File: src/rtl/multicycle_controller_if.sv
// Control bundle between the multicycle RV32 controller and its datapath.
// The controller drives the strobes and mux selects; the datapath supplies instruction fields and ALU flags.
interface multicycle_controller_if;
  logic [6:0] op;
  logic [2:0] funct3;
  logic       funct7b5;
  logic       Zero, N, V;
  logic       PCWrite, AdrSrc, MemWrite, IRWrite, RegWrite;
  logic [1:0] ResultSrc, ALUSrcA, ALUSrcB, ImmSrc;
  logic [2:0] ALUControl;
  logic       retire, illegal;

  modport master (
    input  op, funct3, funct7b5, Zero, N, V,
    output PCWrite, AdrSrc, MemWrite, IRWrite, RegWrite,
           ResultSrc, ALUSrcA, ALUSrcB, ImmSrc, ALUControl, retire, illegal
  );

  modport slave (
    output op, funct3, funct7b5, Zero, N, V,
    input  PCWrite, AdrSrc, MemWrite, IRWrite, RegWrite,
           ResultSrc, ALUSrcA, ALUSrcB, ImmSrc, ALUControl, retire, illegal
  );
endinterface

File: src/rtl/multicycle_controller.sv
// Main control FSM for the multicycle RV32 core: sequences fetch/decode/execute/memory/writeback
// and derives ALU control, immediate format and branch resolution from the instruction fields.
module multicycle_controller (
  input  logic                   clk,
  input  logic                   reset,
  multicycle_controller_if.master bus
);
  localparam logic [6:0] OP_LW  = 7'b0000011;
  localparam logic [6:0] OP_SW  = 7'b0100011;
  localparam logic [6:0] OP_R   = 7'b0110011;
  localparam logic [6:0] OP_I   = 7'b0010011;
  localparam logic [6:0] OP_BR  = 7'b1100011;
  localparam logic [6:0] OP_JAL = 7'b1101111;

  typedef enum logic [3:0] {
    FETCH, DECODE, MEMADR, MEMREAD, MEMWB, MEMWRITE,
    EXECR, EXECI, ALUWB, BRANCH, JAL
  } state_t;

  state_t     state, state_nxt;
  logic [1:0] alu_op;
  logic       taken;

  always_ff @(posedge clk) begin
    if (reset) state <= FETCH;
    else       state <= state_nxt;
  end

  always_comb begin
    state_nxt        = state;
    alu_op           = 2'b00;
    taken            = 1'b0;
    bus.PCWrite      = 1'b0;
    bus.AdrSrc       = 1'b0;
    bus.MemWrite     = 1'b0;
    bus.IRWrite      = 1'b0;
    bus.RegWrite     = 1'b0;
    bus.ResultSrc    = 2'b00;
    bus.ALUSrcA      = 2'b00;
    bus.ALUSrcB      = 2'b00;
    bus.retire       = 1'b0;
    bus.illegal      = 1'b0;
    case (state)
      FETCH: begin
        bus.IRWrite   = 1'b1;
        bus.ALUSrcB   = 2'b10;
        bus.ResultSrc = 2'b10;
        bus.PCWrite   = 1'b1;
        state_nxt     = DECODE;
      end
      DECODE: begin
        // OldPC + imm precomputes the branch/jump target into ALUOut
        bus.ALUSrcA = 2'b01;
        bus.ALUSrcB = 2'b01;
        case (bus.op)
          OP_LW, OP_SW: state_nxt = MEMADR;
          OP_R:         state_nxt = EXECR;
          OP_I:         state_nxt = EXECI;
          OP_BR:        state_nxt = BRANCH;
          OP_JAL:       state_nxt = JAL;
          default: begin
            bus.illegal = 1'b1;
            state_nxt   = FETCH;
          end
        endcase
      end
      MEMADR: begin
        bus.ALUSrcA = 2'b10;
        bus.ALUSrcB = 2'b01;
        state_nxt   = (bus.op == OP_SW) ? MEMWRITE : MEMREAD;
      end
      MEMREAD: begin
        bus.AdrSrc = 1'b1;
        state_nxt  = MEMWB;
      end
      MEMWB: begin
        bus.ResultSrc = 2'b01;
        bus.RegWrite  = 1'b1;
        bus.retire    = 1'b1;
        state_nxt     = FETCH;
      end
      MEMWRITE: begin
        bus.AdrSrc   = 1'b1;
        bus.MemWrite = 1'b1;
        bus.retire   = 1'b1;
        state_nxt    = FETCH;
      end
      EXECR: begin
        bus.ALUSrcA = 2'b10;
        alu_op      = 2'b10;
        state_nxt   = ALUWB;
      end
      EXECI: begin
        bus.ALUSrcA = 2'b10;
        bus.ALUSrcB = 2'b01;
        alu_op      = 2'b10;
        state_nxt   = ALUWB;
      end
      ALUWB: begin
        bus.RegWrite = 1'b1;
        bus.retire   = 1'b1;
        state_nxt    = FETCH;
      end
      BRANCH: begin
        bus.ALUSrcA = 2'b10;
        alu_op      = 2'b01;
        bus.retire  = 1'b1;
        case (bus.funct3)
          3'b000:  taken = bus.Zero;
          3'b001:  taken = !bus.Zero;
          3'b100:  taken = bus.N ^ bus.V;
          3'b101:  taken = !(bus.N ^ bus.V);
          default: taken = 1'b0;
        endcase
        bus.PCWrite = taken;
        state_nxt   = FETCH;
      end
      JAL: begin
        // PC takes the target now; ALUWB then writes PC+4 (from OldPC+4) into rd
        bus.ALUSrcA = 2'b01;
        bus.ALUSrcB = 2'b10;
        bus.PCWrite = 1'b1;
        state_nxt   = ALUWB;
      end
      default: state_nxt = FETCH;
    endcase
    // Abandoned instructions must never leave a write behind
    if (reset) begin
      bus.PCWrite  = 1'b0;
      bus.IRWrite  = 1'b0;
      bus.RegWrite = 1'b0;
      bus.MemWrite = 1'b0;
      bus.retire   = 1'b0;
      bus.illegal  = 1'b0;
    end
  end

  always_comb begin
    case (bus.op)
      OP_SW:   bus.ImmSrc = 2'b01;
      OP_BR:   bus.ImmSrc = 2'b10;
      OP_JAL:  bus.ImmSrc = 2'b11;
      default: bus.ImmSrc = 2'b00;
    endcase
  end

  always_comb begin
    bus.ALUControl = 3'b000;
    case (alu_op)
      2'b00: bus.ALUControl = 3'b000;
      2'b01: bus.ALUControl = 3'b001;
      default: begin
        case (bus.funct3)
          3'b000:  bus.ALUControl = (bus.op == OP_R && bus.funct7b5) ? 3'b001 : 3'b000;
          3'b001:  bus.ALUControl = 3'b101;
          3'b010:  bus.ALUControl = 3'b111;
          3'b011:  bus.ALUControl = 3'b111;
          3'b100:  bus.ALUControl = 3'b100;
          3'b101:  bus.ALUControl = 3'b110;
          3'b110:  bus.ALUControl = 3'b011;
          default: bus.ALUControl = 3'b010;
        endcase
      end
    endcase
  end
endmodule

File: src/flat_wrapper.sv
// flat-port wrapper written by rule: the top's interface ports become plain ports
module multicycle_controller_flat 
  (clk, reset, bus_op, bus_funct3, bus_funct7b5, bus_Zero, bus_N, bus_V, bus_PCWrite, bus_AdrSrc, bus_MemWrite, bus_IRWrite, bus_RegWrite, bus_ResultSrc, bus_ALUSrcA, bus_ALUSrcB, bus_ImmSrc, bus_ALUControl, bus_retire, bus_illegal);
  multicycle_controller_if bus_i ();
  input  logic clk;
  input  logic reset;
  input wire logic [$bits(bus_i.op)-1:0] bus_op;
  input wire logic [$bits(bus_i.funct3)-1:0] bus_funct3;
  input wire logic [$bits(bus_i.funct7b5)-1:0] bus_funct7b5;
  input wire logic [$bits(bus_i.Zero)-1:0] bus_Zero;
  input wire logic [$bits(bus_i.N)-1:0] bus_N;
  input wire logic [$bits(bus_i.V)-1:0] bus_V;
  output wire logic [$bits(bus_i.PCWrite)-1:0] bus_PCWrite;
  output wire logic [$bits(bus_i.AdrSrc)-1:0] bus_AdrSrc;
  output wire logic [$bits(bus_i.MemWrite)-1:0] bus_MemWrite;
  output wire logic [$bits(bus_i.IRWrite)-1:0] bus_IRWrite;
  output wire logic [$bits(bus_i.RegWrite)-1:0] bus_RegWrite;
  output wire logic [$bits(bus_i.ResultSrc)-1:0] bus_ResultSrc;
  output wire logic [$bits(bus_i.ALUSrcA)-1:0] bus_ALUSrcA;
  output wire logic [$bits(bus_i.ALUSrcB)-1:0] bus_ALUSrcB;
  output wire logic [$bits(bus_i.ImmSrc)-1:0] bus_ImmSrc;
  output wire logic [$bits(bus_i.ALUControl)-1:0] bus_ALUControl;
  output wire logic [$bits(bus_i.retire)-1:0] bus_retire;
  output wire logic [$bits(bus_i.illegal)-1:0] bus_illegal;
  assign bus_i.op = bus_op;
  assign bus_i.funct3 = bus_funct3;
  assign bus_i.funct7b5 = bus_funct7b5;
  assign bus_i.Zero = bus_Zero;
  assign bus_i.N = bus_N;
  assign bus_i.V = bus_V;
  assign bus_PCWrite = bus_i.PCWrite;
  assign bus_AdrSrc = bus_i.AdrSrc;
  assign bus_MemWrite = bus_i.MemWrite;
  assign bus_IRWrite = bus_i.IRWrite;
  assign bus_RegWrite = bus_i.RegWrite;
  assign bus_ResultSrc = bus_i.ResultSrc;
  assign bus_ALUSrcA = bus_i.ALUSrcA;
  assign bus_ALUSrcB = bus_i.ALUSrcB;
  assign bus_ImmSrc = bus_i.ImmSrc;
  assign bus_ALUControl = bus_i.ALUControl;
  assign bus_retire = bus_i.retire;
  assign bus_illegal = bus_i.illegal;
  multicycle_controller u_core (.clk(clk), .reset(reset), .bus(bus_i));
endmodule
File: config.mk
export PLATFORM = sky130hd
export DESIGN_NAME = multicycle_controller_flat
export DESIGN_NICKNAME = d
export VERILOG_FILES = /design/src/rtl/multicycle_controller_if.sv /design/src/rtl/multicycle_controller.sv /design/src/flat_wrapper.sv
export SDC_FILE = /design/constraint.sdc
export NUM_CORES = 1
export LEC_CHECK = 0
export CAP_MARGIN = 20
export CELL_PAD_IN_SITES_DETAIL_PLACEMENT = 0
export CELL_PAD_IN_SITES_GLOBAL_PLACEMENT = 1
export CORE_ASPECT_RATIO = 0.5
export CORE_MARGIN = 3
export CORE_UTILIZATION = 23
export DETAILED_ROUTE_END_ITERATION = 12
export MAX_ROUTING_LAYER = met4
export PLACE_DENSITY_LB_ADDON = 0.12
export RECOVER_POWER = 25
export SKIP_LAST_GASP = 1
export SLEW_MARGIN = 25
export SYNTH_ARGS = -nofsm -noshare
export SYNTH_HDL_FRONTEND = slang
export SYNTH_SLANG_ARGS = --single-unit
File: constraint.sdc
create_clock -name clk -period 1.5 [get_ports clk]
set_clock_uncertainty 0.05 [all_clocks]
set_input_delay 0.3 -clock clk [delete_from_list [all_inputs] [get_ports clk]]
set_output_delay 0.3 -clock clk [all_outputs]
set_load 0.005 [all_outputs]
==> results by group, run 1 <==
Run status
  – Status: finished with violations
  – Violations in the final reports: setup timing

Setup path
  – Worst r2r dst: u_core.state[1]$_SDFF_PP0_
  – Peak fanout along the critical path: 2
  – Critical-path cell list: clkdlybuf4s50_1, xnor2_1, a21oi_2, nor4_2, a221o_1, buf_2
  – Reg2Reg Setup Slack: -0.13 ns
  – Worst Setup End Kind: output port
  – Kind of critical path: primary input to output port
  – Max stage delay on crit path: 0.41 ns
  – Worst r2r path cells: 5
  – Crit start category: primary input
  – WP data required: 1.15 ns
  – Worst Path Arrival: 1.49 ns
  – CP max-delay cell: clkdlybuf4s50_1
  – RR Startpoint: u_core.state[3]$_SDFF_PP0_

Final layout
  – Most flops, register: u_core.state
  – Register area: 90.1 um^2
  – Final Non-Filler Cells: 192
  – Final Cell Area: 1510 um^2
  – # diodes: 0
  – Regs by FF count: u_core.state: 4 flops
  – Multi-input logic area: 724 um^2
  – Max FFs per register: 4
  – Final nets: 175
  – Layout cells sized above 1: 71.3%
  – Layout area overhead: 139%
  – Filler cells: 220

Drt
  – Total wire length: 2400 um
  – # DRC: 0
  – 1st-pass router iterations: 4
  – Via-per-instance ratio: 4.64
  – Drt wl/cell: 12.5 um
  – Post-route antenna net violation count: 0
  – DR vias: 891
  – Drt first-iter violations: 30

Yosys
  – Yosys top cell area share: 12.7%
  – Mean Syn Cell Area: 7.35 um^2
  – Seq/Total Area, Yosys: 12.7%
  – Post-Synthesis Cells: 86
  – Warnings from Yosys: 0
  – Synth Flop Type: dfxtp_1
  – Adder-cell area share of the yosys netlist: 0%
  – Main combinational cell family by area after synthesis: simple AND/OR/NAND/NOR gates
  – Top cells by area, synth: dfxtp_1, buf_6, nor2_1
  – Post-Syn Area: 632 um^2
  – Post-synth EDFFs: 0
  – Mux share of post-synthesis cell area: 0%
  – Syn nets: 102
  – Post-synthesis xor/xnor area fraction: 8.32%
  – Synth cell types: 38
  – Synth Register Bits: 4
  – Post-synthesis simple-gate area fraction: 47.9%
  – Largest area contributor in the netlist: dfxtp_1
  – Synth Area in Compound Gates: 21.0%
  – Ys async rst share: 0%

Floorplan
  – Ports: 34
  – Die Width: 80.1 um
  – Core ar.: 2400 um^2
  – Rows: 12
  – Die Y: 43.1 um
  – Initial Util: 26.3%
  – Die ar.: 3450 um^2

GRT
  – Grt ovf: 0
  – Overall routing resource usage: 14.0%
  – Largest net degree at the start of global routing: 10
  – Initial antenna violation count: 0
  – First-pass GRT wire length: 3710 um
  – Vias in the first global route: 803

Clock tree
  – CTS root buf: clkbuf_8
  – Clock transition at the registers of the reported paths: 0.03 ns
  – CTS Buffer Depth: 2
  – Clock sinks: 4
  – CTS tree: built
  – CTS Hold Bufs: 0
  – H-Tree Depth: 1
  – CTS Buf Count: 3
  – Clock Latency Late Sink: 0.21 ns

Min path
  – Hold WC Path Type: primary input to flop
  – Hold_sp: bus_op[4]
  – Worst hold stages: 4
  – Hold EP: u_core.state[2]$_SDFF_PP0_

Timing
  – Measured slew at the worst slew-check pin: 0.324 ns
  – Fmax: 545 MHz
  – Fin. Hold Viols: 0
  – Period minus WS final: 1.84 ns
  – Slew Viols, Final: 0
  – Fin crit share: 122%
  – Final worst slack: -0.335 ns
  – RSZ-0062 raised after global routing: true
  – Final setup fails: 17
  – Max transition margin: 78.4%
  – Hold Worst Slack: 0.453 ns

Placement
  – HPWL after detailed placement: 1580 um
  – Placer congestion estimate: 0.712
  – Placed Cells incl. Taps: 177
  – Dpl cell area: 1170 um^2
  – IO buf count: 33

Power and ir drop
  – Power per Cell Area: 381 nW/um^2
  – Max VDD drop: 0.199 mV
  – Leak: 0.000660 uW
  – Tot Pwr: 574 uW

Flow run
  – Max-cap violations: 0
-- cell families after synthesis --
| kind of cell | Yosys count |
|---|---|
| xor+xnor | 6 |
| flops | 4 |
| simple gates | 49 |
| buf+inv | 7 |
| compound gates | 20 |
-- layout by cell type (no fill, tap or decap), drive strengths merged, types with 2 or more instances in the layout --
master         Yosys  layout
o21ai              5       5
nand3b             3       3
nor2              12      12
a21boi             2       2
nor4               4       4
buf                5      63
nor3b              2       2
or3                2       2
nand3              2       2
dlygate4sd2        0       4
nand4b             2       2
nor4b              2       2
clkbuf             1       5
a21oi              6       6
xnor2              4       4
or3b               3       3
nor3               7       7
clkdlybuf4s50      0       3
nand2              6       6
xor2               2       2
nand2b             3       3
dfxtp              4       4
-- worst max path at each step --
| stage | start | to | slack, ns |
|---|---|---|---|
| 6_report | bus_N | bus_PCWrite | -0.34 |
| 3_3_place_gp | bus_op[2] | bus_ALUControl[0] | -0.79 |
| 3_5_place_dp | bus_op[3] | bus_illegal | -0.81 |
| 5_1_grt | u_core.state[2]$_SDFF_PP0_ | bus_PCWrite | -0.39 |
| 2_1_floorplan | u_core.state[2]$_SDFF_PP0_ | bus_PCWrite | -0.07 |
| 4_1_cts | u_core.state[2]$_SDFF_PP0_ | bus_PCWrite | -0.43 |
-- per-layer routing --
| metal | track usage (%) | share of wire [%] |
|---|---|---|
| met1 | 19.8 | 49 |
| met2 | 20.2 | 45 |
| met3 | 1.91 | 5.7 |
| met4 | 5.05 | 0 |
| met5 | - | 0 |
-- critical path: cells and delay by family --
family,cells,cell delay [ns]
AO/OA/AOI/OAI,2,0.45
XOR/XNOR,1,0.13
buffers and inverters,2,0.54
AND/OR/NAND/NOR,1,0.06
-- layout make-up --
cell class | instances | share of cell area (%)
clock buffers | 3 | 2.74
flip-flops and latches | 4 | 5.98
inverters | 1 | 0.249
multi-input cells | 75 | 48.0
repair buffers | 74 | 40.1
well taps | 35 | 2.90
-- per-stage QoR --
stage	TNS [ns]	utilization [%]	setup WS (ns)
after detailed placement	-10.16	48.7	-0.808
after CTS	-4.12	55.5	-0.428
after global placement	-10.10	48.7	-0.792
final	-2.84	62.8	-0.335
after floorplan	-0.0683	-	-0.0683
after global routing	-3.96	62.8	-0.388
-- where the power goes --
part / internal [uW] / switching, uW
Combinational: 139 / 104
Sequential: 107 / 3.45
Clock: 171 / 49.5
-- timing repair --
action,CTS,global route
setup buffers,8,4
pin swaps,17,17
endpoints found under the setup margin,21,20
gates resized for setup,124,47
-- cell usage after synthesis, types with 2 or more instances --
master / number
a21oi_1: 6
buf_6: 5
dfxtp_1: 4
nand2_1: 6
nand2b_1: 2
nand3b_1: 3
nand4b_1: 2
nor2_1: 11
nor3_1: 7
nor3b_1: 2
nor4_1: 3
nor4b_1: 2
o21ai_0: 4
xnor2_1: 4
xor2_1: 2
Power figures use the tool's default switching activity.
==> inputs of run 2 (changes only) <==
CORE_ASPECT_RATIO = 0.6   (was 0.5)
SETUP_SLACK_MARGIN = 0.4   (was not set)
==> results by group, run 2 (synthesis gave the netlist of run 1 again) <==
Run status
  – Status: finished with violations
  – Violations in the final reports: setup timing

Final layout
  – Final Non-Filler Cells: 203
  – Layout area overhead: 161%
  – Most flops, register: u_core.state
  – Filler cells: 218
  – Commonest non-fill, non-tap cell in the layout: buf_4
  – # diodes: 0
  – Regs by FF count: u_core.state: 4 flops
  – Highest-count cells in the layout ignoring fill and taps: buf_4, buf_6, buf_2
  – Util after Layout: 64.5%
  – Max FFs per register: 4
  – Layout cells sized above 1: 74.3%
  – Final nets: 188

Timing
  – Max transition margin: 80.5%
  – Slew Viols, Final: 0
  – Final setup fails: 19
  – RSZ-0062 raised after global routing: true
  – Fmax: 517 MHz
  – Final worst slack: -0.433 ns
  – Period minus WS final: 1.93 ns
  – Measured slew at the worst slew-check pin: 0.293 ns
  – Fin crit share: 129%
  – Fin. Hold Viols: 0

Floorplan
  – Ports: 34
  – Core ar.: 2560 um^2
  – Initial Util: 24.7%
  – Rows: 14
  – Die Width: 73.7 um
  – Die ar.: 3430 um^2
  – Die Y: 46.6 um

Drt
  – Total wire length: 2750 um
  – Drt wl/cell: 13.6 um
  – Post-route antenna net violation count: 0
  – DR vias: 952
  – Drt first-iter violations: 35
  – 1st-pass router iterations: 4
  – Via-per-instance ratio: 4.69
  – # DRC: 0

Power and ir drop
  – Power per Cell Area: 393 nW/um^2
  – Leak: 0.000695 uW
  – Max VDD drop: 0.335 mV

Setup path
  – Worst Path Arrival: 1.58 ns
  – Crit start category: flop
  – Peak fanout along the critical path: 3
  – Worst Setup End Kind: output port
  – WP data required: 1.15 ns
  – Kind of critical path: flop to output port

GRT
  – Initial antenna violation count: 0
  – Overall routing resource usage: 16.4%
  – Largest net degree at the start of global routing: 11
  – First-pass GRT wire length: 4000 um
  – Vias in the first global route: 867
  – Grt ovf: 0

Placement
  – HPWL after detailed placement: 1780 um
  – Placer congestion estimate: 0.671
  – IO buf count: 33
  – Placed Cells incl. Taps: 177

Clock tree
  – CTS root buf: clkbuf_8
  – Clock Latency Late Sink: 0.23 ns
  – Clock transition at the registers of the reported paths: 0.04 ns
  – CTS Buf Count: 3
  – Clock sinks: 4
  – H-Tree Depth: 1
  – CTS tree: built
  – CTS Buffer Depth: 2

Min path
  – Hold WC Path Type: primary input to flop

Flow run
  – Max-cap violations: 0
==> run 2: changes by cell type in the layout (fill, tap and decap cells not counted), sizes merged <==
cell,change
buf,+15
clkbuf,-1
clkdlybuf4s15,+1
clkdlybuf4s50,+1
dlygate4sd2,-1
dlymetal6s2s,-1
==> run 2: cell type report <==
| type | instances | area (um^2) | area share (%) |
|---|---|---|---|
| tap | 32 | 40.0 | 2.43 |
| clock buffer | 4 | 45.0 | 2.73 |
| multi-input combinational | 75 | 751 | 45.5 |
| inverter | 1 | 3.75 | 0.227 |
| timing repair buffer | 87 | 718 | 43.5 |
| sequential | 4 | 92.6 | 5.61 |
==> run 2: per-layer routing <==
| layer | track usage, % | routed length, um |
|---|---|---|
| met1 | 21.1 | 1260 |
| met4 | 6.50 | 48 |
| met2 | 24.3 | 1310 |
| met3 | 4.36 | 141 |
| met5 | - | 0 |
==> run 2: final timing paths <==
path / start / endpoint / slack, ns / cells after the start
worst max-delay path: u_core.state[2]$_SDFF_PP0_ / bus_PCWrite / -0.43 / 6
worst min-delay path: bus_op[3] / u_core.state[0]$_SDFF_PP0_ / 0.41 / 4
worst max register to register: u_core.state[3]$_SDFF_PP0_ / u_core.state[1]$_SDFF_PP0_ / -0.26 / 6
worst min register to register: u_core.state[2]$_SDFF_PP0_ / u_core.state[2]$_SDFF_PP0_ / 0.59 / 2
==> run 2: per-stage QoR <==
step                      hold slack [ns]  TNS (ns)  total power (uW)  area (um^2)  worst slack (ns)
after floorplan                     0.402   -0.0643               205          786           -0.0643
after global placement              0.560    -10.85               335         1320            -0.804
after detailed placement            0.558    -10.99               337         1320            -0.820
after CTS                           0.354     -4.30               631         1550            -0.475
after global routing                0.402     -4.50               677         1650            -0.494
final                               0.408     -3.63               649         1650            -0.433
==> run 2: critical path: stages, from the launching register on <==
cell and delay [ns]:
dfxtp_2 0.32, nand2b_4 0.13, or3b_4 0.40, buf_6 0.14, nor4_2 0.12, a221o_1 0.14
buf_2 0.10
==> run 2: repair_timing <==
action                     CTS  global route
resized for setup          134            26
hold buffers                 0             0
setup endpoints to repair   22            22
setup buffers               17             5
pin swaps                   20            15
==> run 2: power breakdown <==
group	switching [uW]	internal, uW
registers	3.57	106
logic	113	165
clock network	77.6	183
==> inputs of run 3 (changes only) <==
CORE_ASPECT_RATIO = not set   (was 0.6)
CORE_UTILIZATION = 30   (was 23)
DONT_BUFFER_PORTS = 1   (was not set)
clock period = 1.81 ns   (was 1.5 ns; I/O delays follow)
==> results by group, run 3 (synthesis gave the netlist of run 1 again) <==
Setup path
  – Worst Path Arrival: 1.49 ns
  – Crit start category: flop
  – Worst Setup End Kind: output port
  – RR Startpoint: u_core.state[2]$_SDFF_PP0_
  – WP data required: 1.40 ns
  – Worst r2r path cells: 7
  – Worst Setup SP: u_core.state[2]$_SDFF_PP0_
  – Kind of critical path: flop to output port
  – Peak fanout along the critical path: 3

Final layout
  – Regs by FF count: u_core.state: 4 flops
  – Layout cells sized above 1: 62.3%
  – Layout area overhead: 83.4%
  – Final Non-Filler Cells: 139
  – Max FFs per register: 4
  – # diodes: 0
  – Final nets: 131
  – Highest-count cells in the layout ignoring fill and taps: buf_4, buf_6, nor2_1
  – Most flops, register: u_core.state
  – Filler cells: 145
  – Commonest non-fill, non-tap cell in the layout: buf_4

Timing
  – Period minus WS final: 1.90 ns
  – Fmax: 526 MHz
  – Fin crit share: 105%
  – Fin. Hold Viols: 0
  – Final worst slack: -0.0898 ns
  – Measured slew at the worst slew-check pin: 0.644 ns
  – Max transition margin: 57.0%
  – RSZ-0062 raised after global routing: true
  – Slew Viols, Final: 0
  – Final setup fails: 5

Clock tree
  – CTS Hold Bufs: 0
  – Clock transition at the registers of the reported paths: 0.04 ns
  – Clock sinks: 4
  – H-Tree Depth: 1
  – Clock Latency Late Sink: 0.24 ns
  – CTS Buf Count: 3
  – CTS root buf: clkbuf_4
  – CTS Buffer Depth: 2
  – CTS tree: built

Floorplan
  – Rows: 15
  – Die ar.: 2690 um^2
  – Ports: 34
  – Initial Util: 34.0%
  – Die Width: 51.9 um
  – Core ar.: 1860 um^2
  – Die Y: 51.9 um

Drt
  – Via-per-instance ratio: 5.52
  – Drt wl/cell: 15.9 um
  – 1st-pass router iterations: 4
  – Drt first-iter violations: 9
  – DR vias: 767
  – Total wire length: 2220 um
  – Post-route antenna net violation count: 0
  – # DRC: 0

Flow run
  – Max-cap violations: 0

Min path
  – Hold_sp: reset
  – Hold WC Path Type: primary input to flop
  – Worst hold stages: 1

Run status
  – Violations in the final reports: setup timing
  – Status: finished with violations

GRT
  – Vias in the first global route: 758
  – First-pass GRT wire length: 3510 um
  – Grt ovf: 0
  – Largest net degree at the start of global routing: 11
  – Overall routing resource usage: 18.1%
  – Initial antenna violation count: 0

Placement
  – IO buf count: 0
  – Placer congestion estimate: 0.795
  – Placed Cells incl. Taps: 113
  – HPWL after detailed placement: 1280 um

Power and ir drop
  – Power per Cell Area: 302 nW/um^2
  – Tot Pwr: 350 uW
  – Leak: 0.000424 uW
  – Max VDD drop: 0.320 mV
[run 3: worst paths after layout]
path | to | slack (ns)
setup / recovery | bus_IRWrite | -0.09
hold / removal | u_core.state[3]$_SDFF_PP0_ | 0.15
setup reg to reg | u_core.state[1]$_SDFF_PP0_ | 0.03
hold reg to reg | u_core.state[1]$_SDFF_PP0_ | 0.71
[run 3: area by class of cell]
| class | count | area (um^2) | area share (%) |
|---|---|---|---|
| well taps | 25 | 31.3 | 2.70 |
| inverters | 1 | 3.75 | 0.324 |
| multi-input cells | 75 | 722 | 62.3 |
| clock buffers | 4 | 26.3 | 2.27 |
| flip-flops and latches | 4 | 92.6 | 7.99 |
| repair buffers | 30 | 283 | 24.4 |
[run 3: what timing repair did]
action	in CTS	in global routing
pin swaps	13	14
gates cloned	0	0
setup buffers	16	6
endpoints found under the setup margin	17	20
resized for setup	53	11
[run 3: critical path, cell delays in order (launching register included)]
cell and delay [ns]:
dfxtp_2 0.31, buf_4 0.12, buf_6 0.11, buf_6 0.11, or3_4 0.42, nor3_4 0.18
[run 3: layer usage]
layer,share of wire (%),GRT usage (%),wire (um),vias to the layer above
met4,1.7,3.93,37,0
met5,0,-,0,-
met1,42,20.4,926,363
li1,-,-,-,376
met2,51,31.8,1130,22
met3,5.3,4.87,118,6
[run 3: stage by stage]
stage | utilization (%) | setup slack [ns] | setup TNS (ns) | hold slack [ns] | cell area [um^2]
floorplan | - | 0.180 | 0 | 0.456 | 658
global placement | 37.1 | 0.155 | 0 | 0.385 | 689
global route | 62.4 | -0.161 | -0.643 | 0.140 | 1160
CTS | 58.3 | -0.112 | -0.131 | 0.125 | 1080
finish | 62.4 | -0.0898 | -0.242 | 0.147 | 1160
detailed placement | 37.1 | 0.137 | 0 | 0.384 | 689
[run 3: report_power, final]
| group | internal (uW) | total (uW) | switching, uW |
|---|---|---|---|
| clock | 83.2 | 127 | 44.1 |
| sequential | 87.8 | 90.9 | 3.11 |
| combinational | 73.8 | 132 | 57.8 |
